==> config.mk <==
export PLATFORM = sky130hd
export DESIGN_NAME = mult_div_unit
export DESIGN_NICKNAME = d
export VERILOG_FILES = /design/src/rtl/mdu_pkg.sv /design/src/rtl/mdu_negate.sv /design/src/rtl/mult_div_unit.sv
export SDC_FILE = /design/constraint.sdc
export NUM_CORES = 1
export LEC_CHECK = 0
export ABC_AREA = 0
export CORE_AREA = 2 2 314 161
export CTS_BUF_LIST = sky130_fd_sc_hd__clkbuf_16
export CTS_CLUSTER_SIZE = 24
export DETAILED_ROUTE_END_ITERATION = 10
export DIE_AREA = 0 0 316 163
export PLACE_DENSITY = 0.64
export SLEW_MARGIN = 5
export SYNTH_ARGS = -nofsm -noshare
export SYNTH_HDL_FRONTEND = slang
export SYNTH_HIERARCHICAL = 1
export SYNTH_SLANG_ARGS = --single-unit
==> constraint.sdc <==
create_clock -name clk -period 9.2 [get_ports clk]
set_clock_uncertainty 0.15 [all_clocks]
set_input_delay 1.84 -clock clk [delete_from_list [all_inputs] [get_ports clk]]
set_output_delay 1.84 -clock clk [all_outputs]
set_load 0.005 [all_outputs]
==> src/rtl/mdu_pkg.sv <==
// Shared definitions for the multiply/divide unit.
//   OP_*    : operation encodings presented on the Op port
//   state_e : control FSM states
//   CNT_W   : iteration counter width for the default 32-bit unit
//   cnt_width() : counter width for an arbitrary operand width
package mdu_pkg;

  localparam logic [1:0] OP_MULTU = 2'b00;
  localparam logic [1:0] OP_MULT  = 2'b01;
  localparam logic [1:0] OP_DIVU  = 2'b10;
  localparam logic [1:0] OP_DIV   = 2'b11;

  typedef enum logic [1:0] {
    S_IDLE = 2'b00,
    S_RUN  = 2'b01,
    S_FIX  = 2'b10
  } state_e;

  // One extra bit so the counter can reach WIDTH itself.
  function automatic int cnt_width(input int w);
    return $clog2(w) + 1;
  endfunction

  localparam int MDU_WIDTH = 32;
  localparam int CNT_W     = $clog2(MDU_WIDTH) + 1;

endpackage

==> src/rtl/mdu_negate.sv <==
// Conditional two's-complement negation.
//   in_i  : N-bit value
//   neg_i : 1 = output -in_i, 0 = pass in_i through
//   out_o : result (wraps modulo 2^N, so -MIN == MIN)
module mdu_negate #(
  parameter int N = 32
) (
  input  logic [N-1:0] in_i,
  input  logic         neg_i,
  output logic [N-1:0] out_o
);

  assign out_o = neg_i ? (~in_i + N'(1)) : in_i;

endmodule

==> src/rtl/mult_div_unit.sv <==
// Iterative radix-2 multiply/divide unit with architectural HI/LO.
// Multiply is shift-add, divide is restoring shift-subtract; both run on
// operand magnitudes and fix up signs in a final FIX cycle.
//   clk, rst          : clock, synchronous active-high reset
//   Start, Op         : launch MULTU/MULT/DIVU/DIV (accepted only in IDLE)
//   OpA, OpB          : operands, captured at Start
//   WriteHI/LO, WriteData : MTHI/MTLO, honoured only while idle
//   Busy              : operation in flight (RUN or FIX)
//   Done              : one-cycle pulse after HI/LO take the result
//   HI, LO            : product high/low, or remainder/quotient
module mult_div_unit
  import mdu_pkg::*;
#(
  parameter int WIDTH = 32
) (
  input  logic             clk,
  input  logic             rst,
  input  logic             Start,
  input  logic [1:0]       Op,
  input  logic [WIDTH-1:0] OpA,
  input  logic [WIDTH-1:0] OpB,
  input  logic             WriteHI,
  input  logic             WriteLO,
  input  logic [WIDTH-1:0] WriteData,
  output logic             Busy,
  output logic             Done,
  output logic [WIDTH-1:0] HI,
  output logic [WIDTH-1:0] LO
);

  localparam int CW = cnt_width(WIDTH);

  state_e             state_q, state_d;
  logic [1:0]         op_q, op_d;
  logic [WIDTH-1:0]   a_q, a_d;          // |OpA|
  logic [WIDTH-1:0]   b_q, b_d;          // |OpB|
  logic [WIDTH-1:0]   opa_raw_q, opa_raw_d;
  logic               neg_p_q, neg_p_d;  // negate product
  logic               neg_qt_q, neg_qt_d; // negate quotient
  logic               neg_r_q, neg_r_d;  // negate remainder
  logic [2*WIDTH-1:0] acc_q, acc_d;
  logic [CW-1:0]      cnt_q, cnt_d;
  logic [WIDTH-1:0]   hi_q, hi_d, lo_q, lo_d;
  logic               done_q, done_d;

  // ---------------- operand magnitudes at Start ----------------
  logic             op_signed, sign_diff;
  logic [WIDTH-1:0] opa_mag, opb_mag;

  assign op_signed = (Op == OP_MULT) || (Op == OP_DIV);
  assign sign_diff = OpA[WIDTH-1] ^ OpB[WIDTH-1];

  mdu_negate #(.N(WIDTH)) u_neg_a (
    .in_i (OpA),
    .neg_i(op_signed & OpA[WIDTH-1]),
    .out_o(opa_mag)
  );

  mdu_negate #(.N(WIDTH)) u_neg_b (
    .in_i (OpB),
    .neg_i(op_signed & OpB[WIDTH-1]),
    .out_o(opb_mag)
  );

  // ---------------- iteration datapath ----------------
  logic             is_mul;
  logic [WIDTH:0]   mul_sum;
  logic [2*WIDTH-1:0] mul_next;
  logic [WIDTH:0]   div_shift, div_diff;
  logic             div_ge;
  logic [2*WIDTH-1:0] div_next;

  assign is_mul = (op_q == OP_MULTU) || (op_q == OP_MULT);

  // Multiply: acc = {partial, multiplier}. Add multiplicand on LSB, then
  // shift right keeping the carry.
  assign mul_sum  = {1'b0, acc_q[2*WIDTH-1:WIDTH]}
                  + (acc_q[0] ? {1'b0, a_q} : {(WIDTH+1){1'b0}});
  assign mul_next = {mul_sum, acc_q[WIDTH-1:1]};

  // Divide: acc = {remainder, dividend/quotient}. Shift left one bit, try
  // subtracting the divisor; the borrow bit (MSB) says whether to restore.
  assign div_shift = {acc_q[2*WIDTH-1:WIDTH], acc_q[WIDTH-1]};
  assign div_diff  = div_shift - {1'b0, b_q};
  assign div_ge    = ~div_diff[WIDTH];
  assign div_next  = {(div_ge ? div_diff[WIDTH-1:0] : div_shift[WIDTH-1:0]),
                      acc_q[WIDTH-2:0], div_ge};

  // ---------------- sign correction ----------------
  logic [2*WIDTH-1:0] prod_fix;
  logic [WIDTH-1:0]   quo_fix, rem_fix;

  mdu_negate #(.N(2*WIDTH)) u_neg_p (
    .in_i (acc_q),
    .neg_i(neg_p_q),
    .out_o(prod_fix)
  );

  mdu_negate #(.N(WIDTH)) u_neg_q (
    .in_i (acc_q[WIDTH-1:0]),
    .neg_i(neg_qt_q),
    .out_o(quo_fix)
  );

  mdu_negate #(.N(WIDTH)) u_neg_r (
    .in_i (acc_q[2*WIDTH-1:WIDTH]),
    .neg_i(neg_r_q),
    .out_o(rem_fix)
  );

  // ---------------- FSM / next state ----------------
  always_comb begin
    state_d   = state_q;
    op_d      = op_q;
    a_d       = a_q;
    b_d       = b_q;
    opa_raw_d = opa_raw_q;
    neg_p_d   = neg_p_q;
    neg_qt_d  = neg_qt_q;
    neg_r_d   = neg_r_q;
    acc_d     = acc_q;
    cnt_d     = cnt_q;
    hi_d      = hi_q;
    lo_d      = lo_q;
    done_d    = 1'b0;

    case (state_q)
      S_IDLE: begin
        if (WriteHI) hi_d = WriteData;
        if (WriteLO) lo_d = WriteData;
        if (Start) begin
          op_d      = Op;
          a_d       = opa_mag;
          b_d       = opb_mag;
          opa_raw_d = OpA;
          neg_p_d   = (Op == OP_MULT) && sign_diff;
          neg_qt_d  = (Op == OP_DIV) && sign_diff;
          neg_r_d   = (Op == OP_DIV) && OpA[WIDTH-1];
          // Upper half cleared; lower half seeds the shifting operand.
          acc_d     = {{WIDTH{1'b0}},
                       ((Op == OP_MULTU) || (Op == OP_MULT)) ? opb_mag : opa_mag};
          cnt_d     = '0;
          state_d   = S_RUN;
        end
      end
      S_RUN: begin
        acc_d = is_mul ? mul_next : div_next;
        cnt_d = cnt_q + CW'(1);
        if (cnt_q == CW'(WIDTH-1)) state_d = S_FIX;
      end
      S_FIX: begin
        if (is_mul) begin
          hi_d = prod_fix[2*WIDTH-1:WIDTH];
          lo_d = prod_fix[WIDTH-1:0];
        end else if (b_q == '0) begin
          // Divide by zero: quotient all ones, remainder is the raw dividend.
          hi_d = opa_raw_q;
          lo_d = '1;
        end else begin
          // MIN / -1 falls out naturally: |MIN| quotient negates back to MIN.
          hi_d = rem_fix;
          lo_d = quo_fix;
        end
        done_d  = 1'b1;
        state_d = S_IDLE;
      end
      default: state_d = S_IDLE;
    endcase
  end

  always_ff @(posedge clk) begin
    if (rst) begin
      state_q   <= S_IDLE;
      op_q      <= OP_MULTU;
      a_q       <= '0;
      b_q       <= '0;
      opa_raw_q <= '0;
      neg_p_q   <= 1'b0;
      neg_qt_q  <= 1'b0;
      neg_r_q   <= 1'b0;
      acc_q     <= '0;
      cnt_q     <= '0;
      hi_q      <= '0;
      lo_q      <= '0;
      done_q    <= 1'b0;
    end else begin
      state_q   <= state_d;
      op_q      <= op_d;
      a_q       <= a_d;
      b_q       <= b_d;
      opa_raw_q <= opa_raw_d;
      neg_p_q   <= neg_p_d;
      neg_qt_q  <= neg_qt_d;
      neg_r_q   <= neg_r_d;
      acc_q     <= acc_d;
      cnt_q     <= cnt_d;
      hi_q      <= hi_d;
      lo_q      <= lo_d;
      done_q    <= done_d;
    end
  end

  assign Busy = (state_q != S_IDLE);
  assign Done = done_q;
  assign HI   = hi_q;
  assign LO   = lo_q;

endmodule

==> metrics.yaml, run 1 <==
status: "complete, no violations"
drc_errors: 0
post-route-util_pct: 45.3
synth_area_sq_mm: 0.0193
reg2reg_slack_ns: 4.83
required_ns: 9.51
worstMarginPinSlew_ns: 1.27
hold_class: "flip-flop to flip-flop"
antennaDiodeCount: 0
yosysTopAreaCell: "dfxtp_1"
antenna_found_initial: 1
cellPowerDensity_mw_per_mm2: 144
cts.clk_slew.worst_paths_ns: 0.07
die_h_microns: 163
critPathLaunchType: "input port"
synth_area_leaders: "dfxtp_1, xnor2_1, a211oi_1, a21oi_1, mux2i_1"
place_hpwl_microns: 59900
gr-usage-all-layers_pct: 29.4
finalPower_uw: 3200
regToRegEndpoint: "acc_q[61]"
chipWidth_microns: 316
cp_num_buf_inv: 1
cts_tree: "yes"
ctsRootBufferMaster: "clkbuf_16"
coreArea_sq_mm: 0.0491
maxCapViolations: 0
slowest_stage: "xnor2_1"
synth_top_area_share_pct: 24.6
synth_edf_count: 0
ctsResizeCount: 0
start_util_pct: 39.3
initialDrtViolationCount: 2443
min_delay_path_depth: 2
die-area_sq_mm: 0.0515
synthesis.nets: 2664
ir_drop_mv: 0.103
max_slew_margin_pct: 15.0
ctsHoldBuffers: 0
gp_congestion: 1.00
yosysSeqAreaShare_pct: 24.6
drive_gt1_share_pct: 7.04
vias_per_cell: 6.14
final-seq-area_sq_mm: 0.00475
firstDrtPassIters: 6
synth-async-reset-ratio_pct: 0
clk_path_buf_depth: 3
synth_cells: 2489
r2r_start: "acc_q[32]"
crit_path_end_kind: "flip-flop"
hold_viol_final: 0
clk_latency_ns: 0.56
vias: 19800
grt_pass1_vias: 17500
io_pins: 169
rsz0062_at_grt: "no"
crit_arrival_ns: 5.09
routed_wl_microns: 78200
path_common_cell: "a211oi_1"
worstHoldEndpoint: "a_q[8]"
cts_setup_buffers: 0
rr_worst_depth: 13
fin_nets: 2728
fill_cells: 4960
power_leakage_uw: 0.00793
fin_crit_ns: 4.78
ys_ff_latch: 237
crit_path_cell_trace: "clkdlybuf4s50_1 > and2_1 > o21ai_0 > xnor2_1 > mux2i_1 > nor2_1 > a211oi_1 > a211oi_1"
period_share_pct: 52.0
tns_ns: 0
grt_max_degree: 92
fmax_ghz: 0.209
maxSlewViolCount: 0
overflow: 0
cpPeakStageDelay_ns: 0.99
synth_flop_cell: "dfxtp_1"
cts_sinks: 237
numCtsBuffers: 25
multi_input_area_sq_mm: 0.0137
route.antenna.remaining_nets: 0
setup_viol: 0
cp_max_fo: 32
ys_warn_count: 6
portBuffers: 168
wl_per_cell_microns: 24.2
htree_num_levels: 1
grt_pass1_wl_microns: 115000
hp-start: "a_q[8]"
syn_avg_cell_area_sq_um: 7.76
yosysUniqueCellTypes: 81
rows: 58
crit_family: "simple AND/OR/NAND/NOR gates"
critPathKind: "input port to flip-flop"
area_growth_pct: 15.2
Yosys cell counts, types with 36 or more instances:
library cell / instances
nand2_1: 302
a21oi_1: 256
dfxtp_1: 237
nor2_1: 219
xnor2_1: 210
a211oi_1: 171
clkbuf_1: 133
mux2i_1: 124
o21ai_0: 111
ha_1: 70
inv_1: 60
o31ai_1: 55
a21o_1: 36
registers in the layout (all words and copies together) (netlist names):
| signal | cells |
|---|---|
| b_q | 32 |
| op_q | 1 |
| Done | 1 |
| acc_q | 64 |
| opa_raw_q | 32 |
| state_q | 2 |
| cnt_q | 6 |
| HI | 32 |
| neg_qt_q | 1 |
| neg_p_q | 1 |
| neg_r_q | 1 |
| LO | 32 |
| a_q | 32 |
worst min-delay path: stages (launching register included):
cell	delay, ns
dfxtp_1	0.31
nand2_1	0.05
a21oi_1	0.05
cells in the final DEF, fill, tap and decap left out, types with 20 or more instances in the layout:
master	Yosys	final
o41ai_1	29	29
a21oi_1	256	256
nand3_1	32	32
dfxtp_1	237	235
ha_1	70	70
nand4_1	23	23
clkbuf_16	0	25
xor2_1	24	24
mux2i_1	124	124
clkdlybuf4s50_1	0	166
o21ai_1	22	22
nor2_1	219	217
o41ai_2	20	20
xnor2_1	210	210
nor3_1	25	23
a21o_1	36	36
o21ai_0	111	111
a211oi_1	171	171
buf_4	5	36
inv_1	60	63
and2_1	35	34
o31ai_1	55	55
nand2b_1	28	27
nand2_1	302	301
layer usage:
layer	wire length [microns]	up-vias	share of wire, %	GRT usage [%]
met5	78	-	0.10	1.14
met4	1060	2	1.4	3.73
met3	11000	69	14	11.6
met2	27700	1029	35	36.2
met1	38400	9546	49	46.7
li1	-	9180	-	-
kinds of logic (layout without fill, tap and decap cells):
group                    Yosys count  after routing  share of synthesized area, %
multiplexers                     125            125                          6.49
flip-flops                       237            237                          24.6
XOR/XNOR                         234            234                          10.6
adder cells (fa/ha/maj)           72             72                          4.74
buffers and inverters            227            308                          4.71
AND/OR/NAND/NOR                  808            808                          21.4
AO/OA/AOI/OAI                    786            786                          27.5
cell type report:
class	count	area share [%]
multi-input combinational	2025	61.6
sequential	237	21.4
timing repair buffer	204	8.76
tap	660	3.71
clock buffer	25	2.81
inverter	60	1.01
clock inverter	19	0.720
through the flow:
stage | cell area, sq um | cells | hold WS [ns] | setup slack [ns]
final | 22200 | 3230 | 0.303 | 4.42
after global routing | 22200 | 3230 | 0.328 | 4.21
after CTS | 22200 | 3230 | 0.303 | 4.62
after detailed placement | 21500 | 3186 | 0.293 | 4.03
after global placement | 21500 | 3186 | 0.290 | 4.08
after floorplan | 19300 | 2489 | 0.282 | 5.59
where the power goes:
| part | internal (uW) | switching [uW] |
|---|---|---|
| logic | 371 | 585 |
| registers | 1100 | 107 |
| clock network | 555 | 482 |
how the worst max path moves through the flow:
stage | startpoint | end | slack, ns | depth (start not counted)
2_1_floorplan | OpA[6] | acc_q[31] | 5.59 | 8
3_3_place_gp | OpB[31] | acc_q[4] | 4.08 | 8
3_5_place_dp | OpB[31] | acc_q[4] | 4.03 | 8
4_1_cts | OpB[31] | acc_q[4] | 4.62 | 8
5_1_grt | OpB[31] | acc_q[4] | 4.21 | 8
6_report | OpB[31] | acc_q[4] | 4.42 | 8
Power figures use the tool's default switching activity.
==> run 2: changes to the inputs <==
==> constraint.sdc (replaced) <==
create_clock -name clk -period 4.4 [get_ports clk]
set_clock_uncertainty 0.15 [all_clocks]
set_input_delay 0.88 -clock clk [delete_from_list [all_inputs] [get_ports clk]]
set_output_delay 0.88 -clock clk [all_outputs]
set_load 0.005 [all_outputs]
==> metrics.yaml, run 2 (same netlist as run 1, synthesis figures left out) <==
route.met2.wl_microns: 29300  # was 27,700 microns
antenna_found_initial: 5  # was 1
start_util_pct: 39.3  # unchanged
clk_path_buf_depth: 3  # unchanged
portBuffers: 168  # unchanged
hp-start: "a_q[13]"  # was a_q[8]
crit_arrival_ns: 4.17  # was 5.09 ns
clk_latency_ns: 0.57  # was 0.56 ns
post-route-util_pct: 46.7  # was 45.3%
worstMarginPinSlew_ns: 1.12  # was 1.27 ns
vias_per_cell: 6.07  # was 6.14
required_ns: 4.64  # was 9.51 ns
die_h_microns: 163  # unchanged
cp_max_fo: 7  # was 32
fin_nets: 2812  # was 2,728
setup_viol: 0  # unchanged
gr-usage-all-layers_pct: 29.9  # was 29.4%
cellPowerDensity_mw_per_mm2: 296  # was 144 mW/mm^2
switching_share_pct: 36.4  # was 36.7%
ctsResizeCount: 0  # unchanged
firstDrtPassIters: 6  # unchanged
grt_max_degree: 102  # was 92
power_frac_seq_pct: 36.3  # was 37.7%
tns_ns: 0  # unchanged
path_common_cell: "a211oi_1"  # unchanged
slowest_stage: "a211oi_1"  # was xnor2_1
rsz0062_at_grt: "no"  # unchanged
numCtsBuffers: 24  # was 25
chipWidth_microns: 316  # unchanged
ir_drop_mv: 0.256  # was 0.103 mV
regToRegEndpoint: "acc_q[61]"  # unchanged
hold_viol_final: 0  # unchanged
place_hpwl_microns: 61600  # was 59,900 microns
maxCapViolations: 0  # unchanged
largest-register: "acc_q"  # unchanged
grt_pass1_wl_microns: 118000  # was 115,000 microns
cts.clk_slew.worst_paths_ns: 0.07  # about the same
cts_sinks: 237  # unchanged
placed_cells: 3271  # was 3,186
overflow: 0  # unchanged
design_area_sq_mm: 0.0230  # was 0.0222 sq mm
drc_errors: 0  # unchanged
fmax_ghz: 0.254
max_slew_margin_pct: 24.9  # was 15.0%
io_pins: 169  # unchanged
die-area_sq_mm: 0.0515  # unchanged
mostFrequentLayoutCells: "nand2_1, a21oi_1, dfxtp_1"  # unchanged
ctsRootBufferMaster: "clkbuf_16"  # unchanged
gp_congestion: 1.04  # was 1.00
grt_pass1_vias: 18200  # was 17,500
hold_class: "flip-flop to flip-flop"  # unchanged
maxSlewViolCount: 0  # unchanged
combPwrFrac_pct: 31.7  # was 29.9%
initialDrtViolationCount: 2451  # was 2,443
place_area_sq_mm: 0.0222  # was 0.0215 sq mm
clkPwrFrac_pct: 31.9  # was 32.4%
vias: 20100  # was 19,800
coreArea_sq_mm: 0.0491  # unchanged
r2r_start: "acc_q[0]"  # was acc_q[32]
route.antenna.remaining_nets: 0  # unchanged
cts_setup_buffers: 0  # unchanged
wl_met1_microns: 38300  # was 38,400 microns
power_leakage_uw: 0.00839  # was 0.00793 uW
finalPower_uw: 6790  # was 3200 uW
cts_tree: "yes"  # unchanged
final_common_cell: "nand2_1"  # unchanged
p_int_uw: 4310  # was 2020 uW
ctsHoldBuffers: 0  # unchanged
status: "complete, no violations"  # unchanged
fill_cells: 4857  # was 4,960
critPathKind: "input port to flip-flop"  # unchanged
htree_num_levels: 1  # unchanged
wl_per_cell_microns: 23.9  # was 24.2 microns
worstHoldEndpoint: "a_q[13]"  # was a_q[8]
area_growth_pct: 18.9  # was 15.2%
period_share_pct: 89.4
min_delay_path_depth: 2  # unchanged
rr_worst_depth: 14  # was 13
drive_gt1_share_pct: 9.91  # was 7.04%
top_layer_used: "met5"  # unchanged
routed_wl_microns: 79200  # was 78,200 microns
stdcell_count: 3317  # was 3,230
critPathLaunchType: "input port"  # unchanged
p_sw_uw: 2470  # was 1170 uW
reg2reg_slack_ns: 0.50  # was 4.83 ns
crit_path_cell_trace: "clkdlybuf4s50_1 > nor4_4 > nand3_1 > o41ai_2 > xnor2_1 > mux2i_1 > nor2_1 > a211oi_1 > a211oi_1"  # was clkdlybuf4s50_1 > and2_1 > o21ai_0 > xnor2_1 > mux2i_1 > nor2_1 > a211oi_1 > a211oi_1
fin_crit_ns: 3.93
cp_num_buf_inv: 1  # unchanged
wl_met3_microns: 10400  # was 11,000 microns
rows: 58  # unchanged
crit_family: "simple AND/OR/NAND/NOR gates"  # unchanged
crit_path_end_kind: "flip-flop"  # unchanged
largest_reg_flops: 64  # unchanged
cpPeakStageDelay_ns: 0.67  # was 0.99 ns
==> run 2: cell count changes in the layout (fill, tap and decap cells not counted), moves of 2 or more <==
| cell | before | now |
|---|---|---|
| buf_4 | 36 | 115 |
| buf_12 | 0 | 6 |
| clkinv_4 | 3 | 0 |
| clkinv_1 | 4 | 6 |
| diode_2 | 0 | 2 |
==> run 2: final cells by class <==
class	count	area [sq um]	share of cell area [%]
flip-flops and latches	237	4750	20.7
clock buffers	24	601	2.62
inverters	60	225	0.981
multi-input cells	2025	13700	59.7
diodes	2	5.00	0.0218
repair buffers	289	2660	11.6
clock inverters	20	176	0.769
well taps	660	826	3.60
==> run 2: metrics by stage <==
stage                     hold slack, ns  worst slack, ns
after detailed placement           0.295            0.133
after CTS                          0.304            0.575
after floorplan                    0.282            0.981
after global routing               0.323            0.354
after global placement             0.292            0.110
final                              0.305            0.468
==> run 2: worst register-to-register path, stage by stage, from the launching register on <==
cell and delay (ns):
dfxtp_1 0.37, and2_1 0.15, ha_1 0.19, inv_1 0.07, fa_1 0.41, nand2b_1 0.19
a211oi_1 0.44, o2111ai_1 0.26, a21oi_1 0.30, and3_1 0.29, o211ai_1 0.20, o31a_1 0.35
o21ai_1 0.16, xnor2_1 0.13, o221ai_1 0.13
==> run 2: layer usage <==
metal	global-route usage [%]	vias up
met4	4.78	2
met3	9.45	79
met5	0	-
met1	47.3	9682
met2	38.5	1004
li1	-	9357
==> run 2: how the worst max path moves through the flow <==
stage / from / endpoint / slack (ns) / cells after the start
after floorplan: acc_q[0] / acc_q[61] / 0.98 / 14
after global placement: OpA[21] / acc_q[31] / 0.11 / 9
after detailed placement: OpA[10] / acc_q[31] / 0.13 / 9
after CTS: acc_q[0] / acc_q[61] / 0.58 / 14
after global routing: acc_q[0] / acc_q[62] / 0.35 / 13
final: OpA[10] / acc_q[31] / 0.47 / 9
==> run 2: power by group through the flow <==
stage               Combinational, uW  Clock (uW)  Sequential [uW]
floorplan                        1230           0             2490
global placement                 2050           0             2500
detailed placement               2070           0             2510
CTS                              2080        2180             2460
global route                     2280        2280             2480
finish                           2150        2170             2460
==> run 3: changes to the inputs <==
--- a/config.mk
+++ b/config.mk
@@ -5,13 +5,13 @@
 export SDC_FILE = /design/constraint.sdc
 export NUM_CORES = 1
 export LEC_CHECK = 0
-export ABC_AREA = 0
 export CORE_AREA = 2 2 314 161
 export CTS_BUF_LIST = sky130_fd_sc_hd__clkbuf_16
 export CTS_CLUSTER_SIZE = 24
 export DETAILED_ROUTE_END_ITERATION = 10
 export DIE_AREA = 0 0 316 163
-export PLACE_DENSITY = 0.64
+export PLACE_DENSITY = 0.61
+export RECOVER_POWER = 100
 export SLEW_MARGIN = 5
 export SYNTH_ARGS = -nofsm -noshare
 export SYNTH_HDL_FRONTEND = slang
==> metrics.yaml, run 3 (same netlist as run 1, synthesis figures left out) <==
grt_pass1_vias: 18100  # was 18,200
stdcell_count: 3303  # was 3,317
gr-usage-all-layers_pct: 29.0  # was 29.9%
vias_per_cell: 6.05  # was 6.07
placed_cells: 3258  # was 3,271
drive_gt1_share_pct: 9.31  # was 9.91%
cp_max_fo: 6  # was 7
tns_ns: 0  # unchanged
portBuffers: 168  # unchanged
worstMarginPinSlew_ns: 3.54  # was 1.12 ns
largest_reg_flops: 64  # unchanged
cts.clk_slew.worst_paths_ns: 0.07  # about the same
finalPower_uw: 6730  # was 6790 uW
io_pins: 169  # unchanged
chipWidth_microns: 316  # unchanged
critPathLaunchType: "input port"  # unchanged
fin_nets: 2800  # was 2,812
finalWorstSetupSlack_ns: 0.221  # was 0.468 ns
grt_pass1_wl_microns: 114000  # was 118,000 microns
route.antenna.remaining_nets: 0  # unchanged
fmax_ghz: 0.239  # was 0.254 GHz
overflow: 0  # unchanged
cpPeakStageDelay_ns: 0.79  # was 0.67 ns
die_h_microns: 163  # unchanged
ir_drop_mv: 0.248  # was 0.256 mV
failed_checks: "capacitance limit, slew limit"
crit_family: "compound AO/OA/AOI/OAI gates"  # was simple AND/OR/NAND/NOR gates
fill_cells: 4810  # was 4,857
place_hpwl_microns: 60300  # was 61,600 microns
fin_crit_ns: 4.18  # was 3.93 ns
maxCapViolations: 2  # was 0
start_util_pct: 39.3  # unchanged
antenna_found_initial: 3  # was 5
firstDrtPassIters: 5  # was 6
cts_tree: "yes"  # unchanged
coreArea_sq_mm: 0.0491  # unchanged
cts_sinks: 237  # unchanged
die-area_sq_mm: 0.0515  # unchanged
grt_util_met3_pct: 9.24  # was 9.45%
wl_per_cell_microns: 23.4  # was 23.9 microns
post-place-ws_ns: 0.0755  # was 0.133 ns
use_met2_pct: 36.4  # was 38.5%
clk_path_buf_depth: 3  # unchanged
crit_arrival_ns: 4.40  # was 4.17 ns
clk_latency_ns: 0.57  # about the same
crit_path_cell_trace: "dlygate4sd3_1 > nor3_1 > clkbuf_1 > nand3_1 > o41ai_1 > xnor2_1 > mux2i_1 > nor2_1 > a211oi_1 > a211oi_1"  # was clkdlybuf4s50_1 > nor4_4 > nand3_1 > o41ai_2 > xnor2_1 > mux2i_1 > nor2_1 > a211oi_1 > a211oi_1
period_share_pct: 95.0  # was 89.4%
drc_errors: 0  # unchanged
path_common_cell: "a211oi_1"  # unchanged
largest-register: "acc_q"  # unchanged
htree_num_levels: 1  # unchanged
hold_viol_final: 0  # unchanged
initialDrtViolationCount: 2630  # was 2,451
routed_wl_microns: 77200  # was 79,200 microns
vias: 20000  # was 20,100
status: "finished, violations left"  # was complete, no violations
numCtsBuffers: 25  # was 24
gp_congestion: 1.00  # was 1.04
ctsRootBufferMaster: "clkbuf_16"  # unchanged
maxSlewViolCount: 208  # was 0
cp_num_buf_inv: 2  # was 1
cellPowerDensity_mw_per_mm2: 295  # was 296 mW/mm^2
final_common_cell: "nand2_1"  # unchanged
max_slew_margin_pct: -136  # was 24.9%
hold_class: "flip-flop to flip-flop"  # unchanged
area_growth_pct: 18.1  # was 18.9%
required_ns: 4.62  # was 4.64 ns
rsz0062_at_grt: "no"  # unchanged
crit_path_end_kind: "flip-flop"  # unchanged
critPathKind: "input port to flip-flop"  # unchanged
ctsResizeCount: 0  # unchanged
rows: 58  # unchanged
mostFrequentLayoutCells: "nand2_1, a21oi_1, dfxtp_1"  # unchanged
grt.met1_usage_pct: 46.3  # was 47.3%
grt_max_degree: 171  # was 102
cts_setup_buffers: 0  # unchanged
ctsHoldBuffers: 0  # unchanged
grt.busiest_layer: "met1"  # unchanged
setup_viol: 0  # unchanged
slowest_stage: "a211oi_1"  # unchanged
power_leakage_uw: 0.00844  # was 0.00839 uW
## run 3: cell count changes in the layout (fill, tap and decap cells not counted), moves of 2 or more
cell and change:
inv_6 +3, and2_0 +2, o21ai_1 -13, dlygate4sd3_1 +69
clkinvlp_4 +2, clkdlybuf4s50_1 -69, clkinv_2 -2, clkbuf_1 +2
clkinv_1 -4, o21ai_0 +13, buf_4 -15
## run 3: routing by layer
layer	wire length, microns	vias to the layer above
met5	9	-
met4	1290	2
met3	10300	77
met2	27900	977
met1	37800	9583
li1	-	9331
## run 3: worst paths after layout
check             startpoint  cells past startpoint  slack (ns)         to
setup / recovery      OpA[0]                     10        0.22  acc_q[31]
hold / removal       a_q[25]                      2        0.30    a_q[25]
setup reg to reg    acc_q[0]                     14        0.36  acc_q[61]
hold reg to reg      a_q[25]                      2        0.30    a_q[25]
## run 3: through the flow
stage                     util (%)  hold WS [ns]  area (sq um)
after floorplan                  -         0.282         19300
after global placement        44.9         0.292         22100
after detailed placement      44.9         0.292         22100
after CTS                     46.5         0.302         22800
after global routing          46.4         0.317         22800
final                         46.4         0.303         22800
## run 3: area by class of cell
cell class                 count  area (sq um)  area share (%)
clock buffer                  25           626            2.74
antenna                        2          5.00          0.0219
inverter                      60           225           0.987
timing repair buffer         276          2540            11.1
tap                          660           826            3.62
sequential                   237          4750            20.8
clock inverter                18           150           0.658
multi-input combinational   2025         13700            60.0
## run 3: where the power goes
group          switching, uW  total (uW)  internal [uW]
Clock                   1000        2160           1150
Sequential               179        2470           2300
Combinational           1270        2090            817
Total                   2460        6730           4270
## run 3: tightest hold or removal path, cell delays in order (launching register included)
cell     delay, ns
dfxtp_1       0.31
nand2_1       0.05
a21oi_1       0.05
